### src/rtl/idli_pkg.sv
// Shared constants and types for the idli predicate register file.
package idli_pkg;

    localparam int IDLI_NUM_PREGS = 4;

    typedef logic [$clog2(IDLI_NUM_PREGS)-1:0] preg_t;

    typedef enum logic [1:0] {
        IDLE,
        SAVE,
        RESTORE
    } prf_ctx_state_t;

endpackage

### src/rtl/idli_prf_ctx_fsm_m.sv
// Context save/restore sequencer: state, beat counter and registered
// busy/valid/done flags for the predicate file's serial channel.
module idli_prf_ctx_fsm_m
    import idli_pkg::*;
#(
    parameter int BEATS = 3,
    parameter int CNT_W = 2
) (
    input  logic             gclk,
    input  logic             grst_n,
    input  logic             start_save,
    input  logic             start_restore,
    output prf_ctx_state_t   state,
    output logic [CNT_W-1:0] beat,
    output logic             busy,
    output logic             valid,
    output logic             done
);

    localparam logic [CNT_W-1:0] LAST = CNT_W'(BEATS - 1);
    localparam logic             ONE_BEAT = (BEATS == 1);

    always_ff @(posedge gclk or negedge grst_n) begin
        if (!grst_n) begin
            state <= IDLE;
            beat  <= '0;
            busy  <= 1'b0;
            valid <= 1'b0;
            done  <= 1'b0;
        end else begin
            case (state)
                IDLE: begin
                    // Save has priority; a simultaneous restore is dropped.
                    if (start_save) begin
                        state <= SAVE;
                        beat  <= '0;
                        busy  <= 1'b1;
                        valid <= 1'b1;
                        done  <= ONE_BEAT;
                    end else if (start_restore) begin
                        state <= RESTORE;
                        beat  <= '0;
                        busy  <= 1'b1;
                        valid <= 1'b0;
                        done  <= ONE_BEAT;
                    end
                end
                SAVE, RESTORE: begin
                    if (beat == LAST) begin
                        state <= IDLE;
                        beat  <= '0;
                        busy  <= 1'b0;
                        valid <= 1'b0;
                        done  <= 1'b0;
                    end else begin
                        beat <= beat + 1'b1;
                        done <= ((beat + 1'b1) == LAST);
                    end
                end
                default: begin
                    state <= IDLE;
                    beat  <= '0;
                    busy  <= 1'b0;
                    valid <= 1'b0;
                    done  <= 1'b0;
                end
            endcase
        end
    end

endmodule

### src/rtl/idli_prf_ctx_m.sv
// Parametrised predicate register file with hardwired-one top register and a
// serial context save/restore port. Define IDLI_PRF_BYPASS_EN for write-first reads.
module idli_prf_ctx_m
    import idli_pkg::*;
#(
    parameter int NUM_PREGS = IDLI_NUM_PREGS,
    parameter int CHUNK     = 1
) (
    input  logic                         i_prf_gck,
    input  logic                         i_prf_rst_n,
    input  logic [$clog2(NUM_PREGS)-1:0] i_prf_p,
    output logic                         o_prf_p_data,
    input  logic [$clog2(NUM_PREGS)-1:0] i_prf_q,
    output logic                         o_prf_q_data,
    input  logic                         i_prf_q_wr_en,
    input  logic                         i_prf_q_data,
    input  logic                         i_prf_ctx_save,
    input  logic                         i_prf_ctx_restore,
    input  logic [CHUNK-1:0]             i_prf_ctx_data,
    output logic [CHUNK-1:0]             o_prf_ctx_data,
    output logic                         o_prf_ctx_valid,
    output logic                         o_prf_ctx_busy,
    output logic                         o_prf_ctx_done
);

    localparam int W     = NUM_PREGS - 1;
    localparam int IDX_W = $clog2(NUM_PREGS);
    localparam int BEATS = (W + CHUNK - 1) / CHUNK;
    localparam int CNT_W = (BEATS > 1) ? $clog2(BEATS) : 1;
    localparam int SW    = BEATS * CHUNK;
    localparam logic [IDX_W-1:0] HW_IDX = IDX_W'(W);

    prf_ctx_state_t   state;
    logic [CNT_W-1:0] beat;
    logic [W-1:0]     regs;
    logic [SW-1:0]    snap;
    logic [SW-1:0]    stage;
    logic [SW-1:0]    stage_nxt;
    logic [W:0]       rd_vec;
    logic             start_save;
    logic             in_restore;
    logic             commit;
    logic             wr_ok;

    assign start_save = (state == IDLE) && i_prf_ctx_save;
    assign in_restore = (state == RESTORE);
    assign commit     = in_restore && o_prf_ctx_done;
    assign wr_ok      = i_prf_q_wr_en && !in_restore;

    idli_prf_ctx_fsm_m #(
        .BEATS (BEATS),
        .CNT_W (CNT_W)
    ) u_fsm (
        .gclk          (i_prf_gck),
        .grst_n        (i_prf_rst_n),
        .start_save    (i_prf_ctx_save),
        .start_restore (i_prf_ctx_restore),
        .state         (state),
        .beat          (beat),
        .busy          (o_prf_ctx_busy),
        .valid         (o_prf_ctx_valid),
        .done          (o_prf_ctx_done)
    );

    // Current beat merged into staging so the final beat lands in the commit.
    always_comb begin
        stage_nxt = stage;
        stage_nxt[int'(beat)*CHUNK +: CHUNK] = i_prf_ctx_data;
    end

    for (genvar i = 0; i < W; i++) begin : g_reg
        always_ff @(posedge i_prf_gck or negedge i_prf_rst_n) begin
            if (!i_prf_rst_n)
                regs[i] <= 1'b0;
            else if (commit)
                regs[i] <= stage_nxt[i];
            else if (wr_ok && (i_prf_q == IDX_W'(i)))
                regs[i] <= i_prf_q_data;
        end
    end

    always_ff @(posedge i_prf_gck or negedge i_prf_rst_n) begin
        if (!i_prf_rst_n) begin
            snap  <= '0;
            stage <= '0;
        end else begin
            if (start_save)
                snap <= SW'(regs);
            if (in_restore)
                stage <= stage_nxt;
        end
    end

    assign o_prf_ctx_data = o_prf_ctx_valid ? snap[int'(beat)*CHUNK +: CHUNK] : '0;

    assign rd_vec = {1'b1, regs};

`ifdef IDLI_PRF_BYPASS_EN
    always_comb begin
        o_prf_p_data = rd_vec[i_prf_p];
        o_prf_q_data = rd_vec[i_prf_q];
        if (wr_ok && (i_prf_q == i_prf_p) && (i_prf_p != HW_IDX))
            o_prf_p_data = i_prf_q_data;
        if (wr_ok && (i_prf_q != HW_IDX))
            o_prf_q_data = i_prf_q_data;
    end
`else
    logic unused_hw_idx;
    assign unused_hw_idx = ^HW_IDX;
    assign o_prf_p_data  = rd_vec[i_prf_p];
    assign o_prf_q_data  = rd_vec[i_prf_q];
`endif

endmodule

### config.mk
export PLATFORM = sky130hd
export DESIGN_NAME = idli_prf_ctx_m
export DESIGN_NICKNAME = d
export VERILOG_FILES = /design/src/rtl/idli_pkg.sv /design/src/rtl/idli_prf_ctx_fsm_m.sv /design/src/rtl/idli_prf_ctx_m.sv
export SDC_FILE = /design/constraint.sdc
export NUM_CORES = 1
export LEC_CHECK = 0
export ABC_AREA = 1
export CAP_MARGIN = 20
export CORE_AREA = 8 8 51 53
export CTS_BUF_LIST = sky130_fd_sc_hd__clkbuf_8
export DETAILED_ROUTE_END_ITERATION = 6
export DIE_AREA = 0 0 59 61
export GPL_ROUTABILITY_DRIVEN = 0
export PLACE_DENSITY = 0.84
export SYNTH_ARGS = -nofsm -noshare
export SYNTH_HDL_FRONTEND = slang
export SYNTH_HIERARCHICAL = 1
export SYNTH_SLANG_ARGS = --single-unit
### constraint.sdc
create_clock -name i_prf_gck -period 2.3 [get_ports i_prf_gck]
set_input_delay 0.46 -clock i_prf_gck [delete_from_list [all_inputs] [get_ports i_prf_gck]]
set_output_delay 0.46 -clock i_prf_gck [all_outputs]
set_load 0.05 [all_outputs]
==> results_tabular.tex, run 1 <==
\begin{tabular}{lr}
\hline
Metric & Value \\
\hline
\multicolumn{2}{l}{\textbf{Cells and area}} \\
\quad Number of fill cells in the layout & 162 \\
\quad Layout Area Growth over Synthesis & 27.8\% \\
\quad Count of antenna diodes in the layout & 0 \\
\quad Share of final-layout standard cells stronger than drive strength 1 & 13.1\% \\
\quad Fin nets & 178 \\
\quad Most common cell after layout, fill and taps aside & sky130\_fd\_sc\_hd\_\_nand2\_1 \\
\quad Most frequent cells in the layout & sky130\_fd\_sc\_hd\_\_nand2\_1, sky130\_fd\_sc\_hd\_\_inv\_1, sky130\_fd\_sc\_hd\_\_dfrtp\_1 \\
\multicolumn{2}{l}{\textbf{Synth}} \\
\quad Register bit count reported by yosys & 14 \\
\quad Net Count, Synth & 158 \\
\quad Sequential cell area fraction in the yosys report & 36.8\% \\
\quad Synth area leaders & sky130\_fd\_sc\_hd\_\_dfrtp\_1, sky130\_fd\_sc\_hd\_\_nand2\_1, sky130\_fd\_sc\_hd\_\_ha\_1, sky130\_fd\_sc\_hd\_\_nand3\_1, sky130\_fd\_sc\_hd\_\_inv\_1 \\
\quad Area share of the largest cell type after synthesis & 36.8\% \\
\quad Cell area after synthesis & 951 sq um \\
\quad Library cells used by synthesis & 17 \\
\quad Area leader, netlist & sky130\_fd\_sc\_hd\_\_dfrtp\_1 \\
\quad Synth warnings & 6 \\
\quad Cells after synthesis & 141 \\
\quad Mean post-synth cell area & 6.74 sq um \\
\multicolumn{2}{l}{\textbf{Worst setup path}} \\
\quad Worst reg2reg setup slack & 0.80 ns \\
\quad Worst-path cell with the longest stage delay & sky130\_fd\_sc\_hd\_\_clkdlybuf4s50\_1 \\
\quad Class of the most critical setup path & in -> out \\
\quad Critical Path AT & 1.63 ns \\
\quad Element type at the critical path end & primary output \\
\quad Worst EP required & 1.84 ns \\
\quad Ordered cell list for the critical path & clkdlybuf4s50\_1 > inv\_1 > nand2\_1 > nor2\_1 > o22ai\_1 > buf\_12 \\
\quad Critical Path Stages & 6 \\
\quad Worst reg-to-reg path cell count & 7 \\
\quad Max FO, Critical Path & 4 \\
\quad Critical R2R Launch & u\_fsm/beat[0]\$\_DFFE\_PN0P\_ \\
\quad Worst setup path startpoint & i\_prf\_q[0] \\
\quad Startpoint types & input pin \\
\quad Bufs and invs on worst path & 3 \\
\quad Crit path largest cell delay & 0.52 ns \\
\quad Kind of cell adding the most delay to the critical path & buffers and inverters \\
\quad Reg-to-reg critical path endpoint & rd\_vec[0]\$\_DFFE\_PN0P\_ \\
\multicolumn{2}{l}{\textbf{Global routing}} \\
\quad Leftover overflow at the end of global routing & 0 \\
\quad Vias in the first global route & 1,033 \\
\quad Combined global-route utilization of all metal layers & 14.8\% \\
\quad Pin count of the biggest net entering global routing & 15 \\
\quad Wire length of the first global-routing pass & 4.15 mm \\
\quad Antenna violations before repair & 0 \\
\multicolumn{2}{l}{\textbf{Routing}} \\
\quad Number of search-and-repair iterations in the first detailed-routing pass & 4 \\
\quad Initial DRC Count & 19 \\
\quad Detailed-route via count & 932 \\
\quad Routed WL & 2.28 mm \\
\quad Number of design rule violations left after detail routing & 0 \\
\quad Number of nets with antenna violations after routing & 0 \\
\quad Vias per Instance & 4.98 \\
\quad Average wire length per cell after detail routing & 12.2 microns \\
\multicolumn{2}{l}{\textbf{Timing}} \\
\quad Actual slew at the worst max-slew pin & 0.635 ns \\
\quad Layout Skew & 0.000849 ns \\
\quad Total setup violations reported at the end of the flow & 0 \\
\quad Post-route minimum period & 2.09 ns \\
\quad Worst hold slack & 0.476 ns \\
\quad Max Clock Freq & 0.478 GHz \\
\quad Worst Setup Slack, final & 0.207 ns \\
\quad Worst slew margin relative to its limit & 57.5\% \\
\quad Post-route clock period utilization & 91.0\% \\
\quad RSZ-0062 raised after global routing & false \\
\quad Final hold violations & 0 \\
\quad Slew Viols, Final & 0 \\
\quad Final setup TNS & 0 ns \\
\multicolumn{2}{l}{\textbf{Pwr}} \\
\quad VDD IR-drop max & 0.000785 V \\
\quad Leakage power & 0.646 nW \\
\quad Pwr dens & 1310 nW/um\^{}2 \\
\multicolumn{2}{l}{\textbf{Die}} \\
\quad Area of the core & 1840 sq um \\
\quad Num ports & 17 \\
\quad Die height & 61 microns \\
\quad Placement row count & 16 \\
\quad Initial core utilization & 51.6\% \\
\quad Area enclosed by the die boundary & 3600 sq um \\
\quad Width of the die & 59 microns \\
\multicolumn{2}{l}{\textbf{Clock network}} \\
\quad Bufs on Longest Clock Path & 2 \\
\quad Number of CTS-inserted buffers & 3 \\
\quad Post-CTS Setup Repair Bufs & 0 \\
\quad Number of instances resized during post-cts repair & 0 \\
\quad Post-CTS clock slew at the launch and capture registers of the worst setup and hold paths & 0.06 ns \\
\quad Hold-fix buffers at CTS & 0 \\
\quad Clock tree from TritonCTS & yes \\
\quad Root buffer cell & sky130\_fd\_sc\_hd\_\_clkbuf\_8 \\
\quad Later-pin clock latency in the skew report & 0.25 ns \\
\quad Clock Sink Count & 14 \\
\quad CTS H-tree lvls & 1 \\
\multicolumn{2}{l}{\textbf{Worst hold path}} \\
\quad Hold worst-path end & u\_fsm/busy\$\_DFFE\_PN0P\_ \\
\quad Launch instance of the worst min-delay path & u\_fsm/busy\$\_DFFE\_PN0P\_ \\
\quad Worst Hold Depth & 2 \\
\quad Hold crit path type & reg -> reg \\
\multicolumn{2}{l}{\textbf{Job}} \\
\quad Reported max-cap violation count & 0 \\
\multicolumn{2}{l}{\textbf{Run status}} \\
\quad Result of the run & complete, no violations \\
\multicolumn{2}{l}{\textbf{Placed design}} \\
\quad Post-detail-place hpwl & 1.78 mm \\
\quad Port buffer count & 16 \\
\quad Post-placement setup slack & 0.229 ns \\
\hline
\end{tabular}
==> area by class of cell <==
| cell class | count | area, sq um | area share, % |
|---|---|---|---|
| Sequential cell | 14 | 350 | 28.8 |
| Clock buffer | 4 | 55.1 | 4.53 |
| Timing Repair Buffer | 17 | 185 | 15.2 |
| Inverter | 20 | 75.1 | 6.18 |
| Multi-Input combinational cell | 105 | 515 | 42.4 |
| Tap cell | 27 | 33.8 | 2.78 |
==> registers in the layout, summed over array words and instances (netlist names) <==
name,count
rd_vec,3
u_fsm/done,1
u_fsm/beat,1
u_fsm/busy,1
stage,3
u_fsm/state,2
snap,3
==> layer usage <==
metal	global-route usage (%)	vias up	share of wire (%)
li1	-	471	-
met1	14.4	436	41
met2	27.7	20	53
met3	3.60	5	4.1
met4	8.87	0	1.6
met5	0	-	0
==> through the flow <==
step	std cells	util, %	area (sq um)	total power, mW
after global placement	183	63.0	1160	1.29
after CTS	187	66.0	1210	1.60
final	187	66.0	1210	1.59
after floorplan	141	-	956	1.08
after detailed placement	183	63.0	1160	1.34
after global routing	187	66.0	1210	1.73
==> power breakdown <==
| group | switching (mW) | internal (mW) |
|---|---|---|
| combinational | 0.563 | 0.317 |
| sequential | 0.107 | 0.358 |
| clock | 0.0972 | 0.152 |
==> worst register-to-register path: stages (launching register included) <==
cell                      delay (ns)
sky130_fd_sc_hd__dfrtp_1        0.51
sky130_fd_sc_hd__inv_2          0.12
sky130_fd_sc_hd__ha_1           0.33
sky130_fd_sc_hd__inv_1          0.09
sky130_fd_sc_hd__nand3_1        0.07
sky130_fd_sc_hd__o21ai_1        0.18
sky130_fd_sc_hd__nand2_1        0.08
sky130_fd_sc_hd__nand2_1        0.07
==> kinds of logic (layout without fill, tap and decap cells) <==
logic type	count (synthesis)	count (layout)	synth area share [%]
compound gates	10	10	5.39
fa+ha+maj	6	6	7.89
buf+inv	22	41	9.47
flops	14	14	36.8
simple gates	89	89	40.4
==> Yosys cell counts <==
cell                      number
sky130_fd_sc_hd__a21oi_1       2
sky130_fd_sc_hd__buf_4         2
sky130_fd_sc_hd__dfrtp_1      14
sky130_fd_sc_hd__ha_1          6
sky130_fd_sc_hd__inv_1        17
sky130_fd_sc_hd__inv_2         3
sky130_fd_sc_hd__nand2_1      52
sky130_fd_sc_hd__nand2_2       6
sky130_fd_sc_hd__nand2_4       1
sky130_fd_sc_hd__nand3_1      13
sky130_fd_sc_hd__nand3_2       1
sky130_fd_sc_hd__nor2_1       13
sky130_fd_sc_hd__nor2_2        1
sky130_fd_sc_hd__nor3_1        2
sky130_fd_sc_hd__o21ai_0       4
sky130_fd_sc_hd__o21ai_1       3
sky130_fd_sc_hd__o22ai_1       1
==> how the worst max path moves through the flow <==
stage                    to  slack (ns)
2_1_floorplan  o_prf_p_data        0.19
3_3_place_gp   o_prf_q_data        0.29
3_5_place_dp   o_prf_q_data        0.23
4_1_cts        o_prf_q_data        0.22
5_1_grt        o_prf_q_data        0.14
6_report       o_prf_q_data        0.21
Power figures use the tool's default switching activity.
==> run 2: changes to the inputs <==
Settings changed: TNS_END_PERCENT from default to 5.
==> results of run 2 <==
Final layout, timing and power as in run 1 (identical DEF).
==> run 3: changes to the inputs <==
Settings changed: CELL_PAD_IN_SITES_DETAIL_PLACEMENT from default to 0, CELL_PAD_IN_SITES_GLOBAL_PLACEMENT from default to 2, CORE_AREA 8 8 51 53 to 8 8 65 67, DIE_AREA 0 0 59 61 to 0 0 73 75, PLACE_DENSITY 0.84 to 0.86.
==> results_tabular.tex, run 3 (synthesis results as in run 1) <==
\begin{tabular}{lr}
\hline
Metric & Value \\
\hline
\multicolumn{2}{l}{\textbf{Run status}} \\
\quad Result of the run & complete, no violations (unchanged) \\
\multicolumn{2}{l}{\textbf{Global routing}} \\
\quad Leftover overflow at the end of global routing & 0 (unchanged) \\
\quad Wire length of the first global-routing pass & 3.72 mm (was 4.15 mm) \\
\quad Vias in the first global route & 854 (was 1,033) \\
\quad Combined global-route utilization of all metal layers & 8.63\% (was 14.8\%) \\
\quad Antenna violations before repair & 0 (unchanged) \\
\quad Pin count of the biggest net entering global routing & 15 (unchanged) \\
\multicolumn{2}{l}{\textbf{Routing}} \\
\quad Initial DRC Count & 47 (was 19) \\
\quad Number of search-and-repair iterations in the first detailed-routing pass & 4 (unchanged) \\
\quad Routed WL & 2.14 mm (was 2.28 mm) \\
\quad Number of nets with antenna violations after routing & 0 (unchanged) \\
\quad Detailed-route via count & 881 (was 932) \\
\quad Average wire length per cell after detail routing & 10.4 microns (was 12.2 microns) \\
\quad Number of design rule violations left after detail routing & 0 (unchanged) \\
\quad Vias per Instance & 4.30 (was 4.98) \\
\multicolumn{2}{l}{\textbf{Cells and area}} \\
\quad Most common cell after layout, fill and taps aside & sky130\_fd\_sc\_hd\_\_nand2\_1 (unchanged) \\
\quad Fin nets & 177 (was 178) \\
\quad Share of final-layout standard cells stronger than drive strength 1 & 12.6\% (was 13.1\%) \\
\quad Combined flip-flop and latch cell area & 350 sq um (unchanged) \\
\quad Combined area of the multi-input logic cells & 515 sq um (unchanged) \\
\quad Final Instance Count excl. Fillers & 205 (was 187) \\
\quad Count of antenna diodes in the layout & 0 (unchanged) \\
\quad Number of fill cells in the layout & 366 (was 162) \\
\quad Most frequent cells in the layout & sky130\_fd\_sc\_hd\_\_nand2\_1, sky130\_fd\_sc\_hd\_\_inv\_1, sky130\_fd\_sc\_hd\_\_dfrtp\_1 (unchanged) \\
\quad Layout Area Growth over Synthesis & 29.5\% (was 27.8\%) \\
\multicolumn{2}{l}{\textbf{Worst setup path}} \\
\quad Max FO, Critical Path & 8 (was 4) \\
\quad Bufs and invs on worst path & 1 (was 3) \\
\quad Worst EP required & 1.84 ns (about the same) \\
\quad Class of the most critical setup path & reg -> out (was in -> out) \\
\quad Kind of cell adding the most delay to the critical path & buffers and inverters (unchanged) \\
\quad Critical Path AT & 1.63 ns (about the same) \\
\quad Crit path largest cell delay & 0.87 ns (was 0.52 ns) \\
\quad Element type at the critical path end & primary output (unchanged) \\
\quad Worst-path cell with the longest stage delay & sky130\_fd\_sc\_hd\_\_clkdlybuf4s50\_1 (unchanged) \\
\quad Startpoint types & register (was input pin) \\
\quad Ordered cell list for the critical path & clkdlybuf4s50\_1 (was clkdlybuf4s50\_1 > inv\_1 > nand2\_1 > nor2\_1 > o22ai\_1 > buf\_12) \\
\multicolumn{2}{l}{\textbf{Timing}} \\
\quad Layout Skew & 0.00159 ns (was 0.000849 ns) \\
\quad Slew Viols, Final & 0 (unchanged) \\
\quad Max Clock Freq & 0.479 GHz (was 0.478 GHz) \\
\quad Actual slew at the worst max-slew pin & 0.634 ns (was 0.635 ns) \\
\quad Total setup violations reported at the end of the flow & 0 (unchanged) \\
\quad Worst slew margin relative to its limit & 57.6\% (was 57.5\%) \\
\quad Final setup TNS & 0 ns (unchanged) \\
\quad Post-route clock period utilization & 90.8\% (was 91.0\%) \\
\quad RSZ-0062 raised after global routing & false (unchanged) \\
\quad Post-route minimum period & 2.09 ns (about the same) \\
\quad Final hold violations & 0 (unchanged) \\
\multicolumn{2}{l}{\textbf{Die}} \\
\quad Width of the die & 73 microns (was 59 microns) \\
\quad Num ports & 17 (unchanged) \\
\quad Area enclosed by the die boundary & 5480 sq um (was 3600 sq um) \\
\quad Die height & 75 microns (was 61 microns) \\
\quad Placement row count & 21 (was 16) \\
\quad Initial core utilization & 29.4\% (was 51.6\%) \\
\quad Area of the core & 3230 sq um (was 1840 sq um) \\
\multicolumn{2}{l}{\textbf{Placed design}} \\
\quad Port buffer count & 16 (unchanged) \\
\quad Total instance count after detailed placement & 201 (was 183) \\
\quad Post-detail-place hpwl & 1.73 mm (was 1.78 mm) \\
\multicolumn{2}{l}{\textbf{Job}} \\
\quad Reported max-cap violation count & 0 (unchanged) \\
\multicolumn{2}{l}{\textbf{Clock network}} \\
\quad Number of CTS-inserted buffers & 3 (unchanged) \\
\quad Clock tree from TritonCTS & yes (unchanged) \\
\quad Number of instances resized during post-cts repair & 0 (unchanged) \\
\quad Hold-fix buffers at CTS & 0 (unchanged) \\
\quad Root buffer cell & sky130\_fd\_sc\_hd\_\_clkbuf\_8 (unchanged) \\
\quad Bufs on Longest Clock Path & 2 (unchanged) \\
\quad Later-pin clock latency in the skew report & 0.24 ns (was 0.25 ns) \\
\quad CTS H-tree lvls & 1 (unchanged) \\
\quad Post-CTS Setup Repair Bufs & 0 (unchanged) \\
\quad Post-CTS clock slew at the launch and capture registers of the worst setup and hold paths & 0.06 ns (about the same) \\
\quad Clock Sink Count & 14 (unchanged) \\
\multicolumn{2}{l}{\textbf{Pwr}} \\
\quad Leakage power & 0.640 nW (was 0.646 nW) \\
\quad Pwr dens & 1250 nW/um\^{}2 (was 1310 nW/um\^{}2) \\
\quad VDD IR-drop max & 0.000597 V (was 0.000785 V) \\
\multicolumn{2}{l}{\textbf{Worst hold path}} \\
\quad Hold crit path type & reg -> reg (unchanged) \\
\hline
\end{tabular}
run 3: report_power, final:
part           internal (mW)  switching (mW)
Sequential             0.357           0.125
Combinational          0.308           0.521
Clock                  0.151          0.0813
Total                  0.817           0.727
run 3: through the flow:
step	total power [mW]	util [%]	cell area (sq um)	setup WS, ns	hold WS (ns)
6_report	1.54	38.1	1230	0.211	0.476
4_1_cts	1.57	38.1	1230	0.179	0.481
5_1_grt	1.71	38.1	1230	0.121	0.514
2_1_floorplan	1.08	-	956	0.185	0.164
3_5_place_dp	1.32	36.4	1180	0.248	0.463
3_3_place_gp	1.31	36.4	1180	0.274	0.465
run 3: final timing paths:
path | start | to | slack [ns] | cells past startpoint
max | u_fsm/done$_DFFE_PN0P_ | o_prf_ctx_done | 0.21 | 1
min | u_fsm/busy$_DFFE_PN0P_ | u_fsm/busy$_DFFE_PN0P_ | 0.48 | 2
max reg2reg | u_fsm/done$_DFFE_PN0P_ | rd_vec[0]$_DFFE_PN0P_ | 0.80 | 7
min reg2reg | u_fsm/busy$_DFFE_PN0P_ | u_fsm/busy$_DFFE_PN0P_ | 0.48 | 2
max in group asynchronous | i_prf_rst_n | rd_vec[1]$_DFFE_PN0P_ | 1.28 | 1
min in group asynchronous | i_prf_rst_n | stage[1]$_DFFE_PN0N_ | 0.61 | 1
run 3: layout make-up:
type	instances	area share (%)
Inverter	20	6.10
Clock buffer	4	4.47
Timing Repair Buffer	16	14.4
Sequential cell	14	28.5
Multi-Input combinational cell	105	41.9
Tap cell	46	4.67
run 3: layer usage:
metal	routed length, microns	global-route usage [%]	up-vias
met5	0	0	-
met4	0	0.667	0
met3	133	4.13	0
met2	1020	14.6	13
met1	986	10.0	394
li1	-	-	474
==> patch 1: new RTL, settings of run 1 <==
The 3 states of `prf_ctx_state_t` get a one-hot encoding in 3 bits.
--- a/src/rtl/idli_pkg.sv
+++ b/src/rtl/idli_pkg.sv
@@ -5,10 +5,10 @@
 
     typedef logic [$clog2(IDLI_NUM_PREGS)-1:0] preg_t;
 
-    typedef enum logic [1:0] {
-        IDLE,
-        SAVE,
-        RESTORE
+    typedef enum logic [2:0] {
+        IDLE    = 3'b001,
+        SAVE    = 3'b010,
+        RESTORE = 3'b100
     } prf_ctx_state_t;
 
 endpackage
Check against the original RTL: no difference found for any inputs over 10 cycles, from zero or initial values and one cycle with i_prf_rst_n low; not proved beyond that.
==> patch 1 against run 1 <==
Routed wire length fell by 6.5%. First-iteration DRC count rose by 37%. Sequential cell count rose by 1. Area after synthesis rose by 1.6%. Combinational power fell by 24%. Power fell by 13%. Cell area fell by 0.10%. Worst setup slack got worse by 0.0024 ns. Largest power group unchanged. Highest routed layer unchanged.
==> patch 1: results (changes against run 1) <==
Timing
  • Clock skew: 0.007214 ns (+0.006365 ns)
  • Worst Max-Slew Pin Slew: 0.6692 ns (+0.03432 ns)

CTS
  • Cts bufs inserted: 3 (unchanged)
  • CTS clk-pin slew, worst paths: 0.06 ns (about the same)
  • Post-CTS Setup Bufs: 0 (unchanged)
  • Worst-skew pair later-pin latency: 0.25 ns (about the same)
  • Clock Path Buffers: 2 (unchanged)
  • CTS root buf: clkbuf_8
  • H-Tree Depth: 1 (unchanged)
  • CTS resizes: 0 (unchanged)

Global routing
  • Vias in the first global route: 918 (-11%)
  • First-pass GRT wire length: 3850 um (-7.1%)
  • Gr usage total: 13.99% (-0.82 points)
  • Largest net degree at the start of global routing: 16 (+1)
  • Initial antenna violation count: 0 (unchanged)

Synth
  • Top post-synthesis cells by area: dfrtp_1 (36%), nand2_1 (18%), ha_1 (5.2%), inv_1 (5.1%), nand3_1 (4.7%)
  • Post-synthesis net count: 151 (-4.4%)
  • Count of different cell masters after synthesis: 24 (+7)
  • Post-synthesis sequential area ratio: 38.99% (+2.1 points)
  • Synth Instances: 136 (-3.5%)
  • YS warnings: 6 (unchanged)
  • Async SR Flop Fraction: 100.0% (unchanged)
  • Most frequent cells after synthesis: nand2_1 (47), dfrtp_1 (14), inv_1 (13), nor2_1 (12), nand3_1 (9)

Placement
  • Final HPWL DP: 1646 um (-7.4%)
  • # port buffers: 16 (unchanged)
  • Placed cells: 177 (-3.3%)

Pwr
  • Max VDD drop: 723.9 uV (-7.8%)
  • LEAKAGE: 0.6044 nW (-6.4%)

Worst setup path
  • Crit Path Max Fanout: 7 (+3)
  • Worst path arrival time: 1.64 ns
  • Worst path slowest cell: clkdlybuf4s50_1
  • CP delay by family, top: buffers and inverters
  • CP peak stage delay: 0.87 ns (+0.35 ns)

Routing
  • DRC violation total after the first TritonRoute iteration: 26 (+7)
  • Avg WL per Cell: 11.79 um (-3.4%)
  • DR pass1 iterations: 4 (unchanged)
  • Vias: 897 (-3.8%)
  • DR vias/cell: 4.956 (-0.56%)

Finish
  • # diodes: 0 (unchanged)
  • Layout cell share with drive strength beyond 1: 13.64% (+0.51 points)
  • Fill count: 168 (+3.7%)
  • Final nets: 170 (-4.5%)

Outcome
  • Status: completed

Hold path
  • Hold Path Class: register to register
patch 1: cell count changes in the layout (fill, tap and decap cells not counted), sizes merged, moves of 2 or more:
cell,change
nand2,-6
nand3,-4
inv,-4
ha,-2
nand3b,+4
clkinv,+2
patch 1: area by class of cell:
type / count / area share (%)
clock buffer: 3 / 3.402
multi-input combinational: 102 / 42.47
timing repair buffer: 16 / 14.64
sequential: 15 / 31.03
clock inverter: 1 / 0.4124
inverter: 17 / 5.258
tap: 27 / 2.784
patch 1: path summary, 6_finish.rpt:
check / start / to / slack, ns / depth (start not counted)
setup / recovery: u_fsm/valid / o_prf_ctx_valid / 0.20 / 1
hold / removal: u_fsm/busy / u_fsm/busy / 0.47 / 2
setup reg to reg: u_fsm/done / stage[1] / 0.72 / 8
hold reg to reg: u_fsm/busy / u_fsm/busy / 0.47 / 2
max in group asynchronous: i_prf_rst_n / stage[0] / 1.25 / 1
min in group asynchronous: i_prf_rst_n / u_fsm/busy / 0.62 / 1
patch 1: per-layer routing:
metal  up-vias  wire, um  GRT usage (%)
li1        464         -              -
met1       401       964          15.30
met2        27      1027          25.08
met3         5        88          2.119
met4         0        54          8.191
met5         -         0              0
patch 1: metrics by stage:
stage | worst slack, ns | util (%) | area (um2) | total power, mW
after CTS | 0.2055 | 65.90 | 1214 | 1.389
after global placement | 0.3280 | 63.38 | 1167 | 1.140
final | 0.2048 | 65.90 | 1214 | 1.384
after detailed placement | 0.3078 | 63.38 | 1167 | 1.168
after floorplan | 0.1852 | - | 970.9 | 0.9777
after global routing | 0.1685 | 65.90 | 1214 | 1.499
patch 1: kinds of logic after synthesis:
family,after synthesis,share of synthesized area [%]
flip-flops,15,38.99
buffers and inverters,19,8.160
AO/OA/AOI/OAI,14,7.901
AND/OR/NAND/NOR,84,39.77
adder cells (fa/ha/maj),4,5.182
patch 1: power breakdown:
group          switching (mW)  leakage [nW]  total (mW)  internal [mW]
Sequential              0.124         0.178       0.502          0.378
Clock                  0.0907        0.0255       0.211          0.120
Combinational           0.421         0.401       0.672          0.251
patch 1: worst min-delay path: stages, from the launching register on:
cell and delay, ns:
dfrtp_1 0.34, nand2_1 0.05, nand2_1 0.05
==> patch 2: new RTL, flow settings as in run 1 <==
Without the edit above. `IDLI_NUM_PREGS`: 4 -> 2.
--- a/src/rtl/idli_pkg.sv
+++ b/src/rtl/idli_pkg.sv
@@ -1,7 +1,7 @@
 // Shared constants and types for the idli predicate register file.
 package idli_pkg;
 
-    localparam int IDLI_NUM_PREGS = 4;
+    localparam int IDLI_NUM_PREGS = 2;
 
     typedef logic [$clog2(IDLI_NUM_PREGS)-1:0] preg_t;
 
Interface: changed (resized i_prf_p and i_prf_q); port bits go from 17 to 15. No check against the original RTL was run, so the function may have changed too.
==> patch 2 against run 1 <==
Cell area decreased by 57%. First-iteration DRC count fell by 79%. Combinational power down 85%. Count of clock-buffer cells in the layout shrank 1. Sequential share of layout area down 0.40 points. Area after synthesis is 64% lower. Power fell by 73%. Routed wire length down 65%. Critical path depth decreased by 3. Utilization decreased by 37 points. Largest cell class is now registers. Highest routed layer unchanged. Worst setup slack improved by 0.039 ns. Sequential cell count is 8 lower. Clock skew up 0.00080 ns. Register-to-register slack improved by 0.55 ns.
==> patch 2: results (changes against run 1) <==
Finish
  • Layout cell share with drive strength beyond 1: 21.67% (+8.5 points)
  • Sequential cell count: 6 (-8)
  • Final instance area: 528.0 um2 (-57%)
  • Clock buf/inv share: 7.820% (+3.3 points)
  • Multi-input gate area: 133.9 um2 (-74%)
  • Nonclk buf count: 14 (-3)
  • Fill count: 211 (+30%)
  • Area occupied by registers: 150.1 um2 (-57%)
  • Final nets: 71 (-60%)

Worst setup path
  • Worst setup path category: register to primary output
  • Crit Path Max Fanout: 5 (+1)
  • Reg2reg end: regs
  • Crit path capture: o_prf_ctx_data
  • Worst r2r src: u_fsm/state[0]
  • Flop2flop setup slack: 1.35 ns (+0.55 ns)
  • CP peak stage delay: 0.81 ns (+0.29 ns)
  • Worst path arrival time: 1.59 ns (-0.04 ns)

Synth
  • Top post-synthesis cells by area: dfrtp_1 (44%), nand2_1 (9.9%), inv_1 (8.8%), buf_4 (6.6%), nor2_1 (6.6%)
  • Post-synthesis sequential area ratio: 44.12% (+7.3 points)
  • Most frequent cells after synthesis: nand2_1 (9), inv_1 (8), dfrtp_1 (6), nor2_1 (6)
  • Synth Area in Adders: 0% (-7.9 points)
  • Compound-gate portion of the synthesized area: 8.088% (+2.7 points)

Outcome
  • Status: completed

Timing
  • Clock skew: 0.001646 ns (+0.0007966 ns)
  • Final setup margin: 0.2457 ns (+0.03858 ns)
  • Slew HR: 66.24% (+8.7 points)
  • Hold slack: 0.4822 ns (+0.006255 ns)

Pwr
  • Max VDD drop: 295.5 uV (-62%)
  • LEAKAGE: 0.2495 nW (-61%)

Global routing
  • Gr usage total: 4.898% (-9.9 points)
  • Largest net degree at the start of global routing: 7 (-8)

Placement
  • Placed Area: 486.7 um2 (-58%)
  • Placed cells: 84 (-54%)
  • Final HPWL DP: 677 um (-62%)

Routing
  • Avg WL per Cell: 9.149 um (-25%)
  • DRC violation total after the first TritonRoute iteration: 4 (-15)

Hold path
  • Hold Path Class: primary input to async pin
-- patch 2: cell count changes after synthesis, moves of 2 or more --
cell	delta
o21ai_0	-2
inv_2	-2
a21oi_1	-2
nor2_1	-7
nor3_1	-2
dfrtp_1	-8
ha_1	-6
o21ai_1	-3
nand3_1	-10
a21oi_2	+2
or2_2	+2
inv_1	-9
nand2_2	-4
nand2_1	-43
-- patch 2: power by group through the flow --
stage          combinational [mW]  sequential (mW)  clock (mW)
4_1_cts                     0.132            0.139       0.159
5_1_grt                     0.141            0.140       0.170
6_report                    0.130            0.138       0.156
3_5_place_dp                0.132            0.140           0
2_1_floorplan              0.0796            0.149           0
3_3_place_gp                0.129            0.139           0
-- patch 2: metal layers --
layer / share of wire (%) / vias to the layer above / track usage, % / routed length (um)
li1: - / 159 / - / -
met1: 41 / 131 / 4.426 / 325
met2: 46 / 12 / 7.009 / 366
met3: 12 / 2 / 4.661 / 95
met4: 1.1 / 0 / 3.072 / 9
met5: 0 / - / 0 / 0
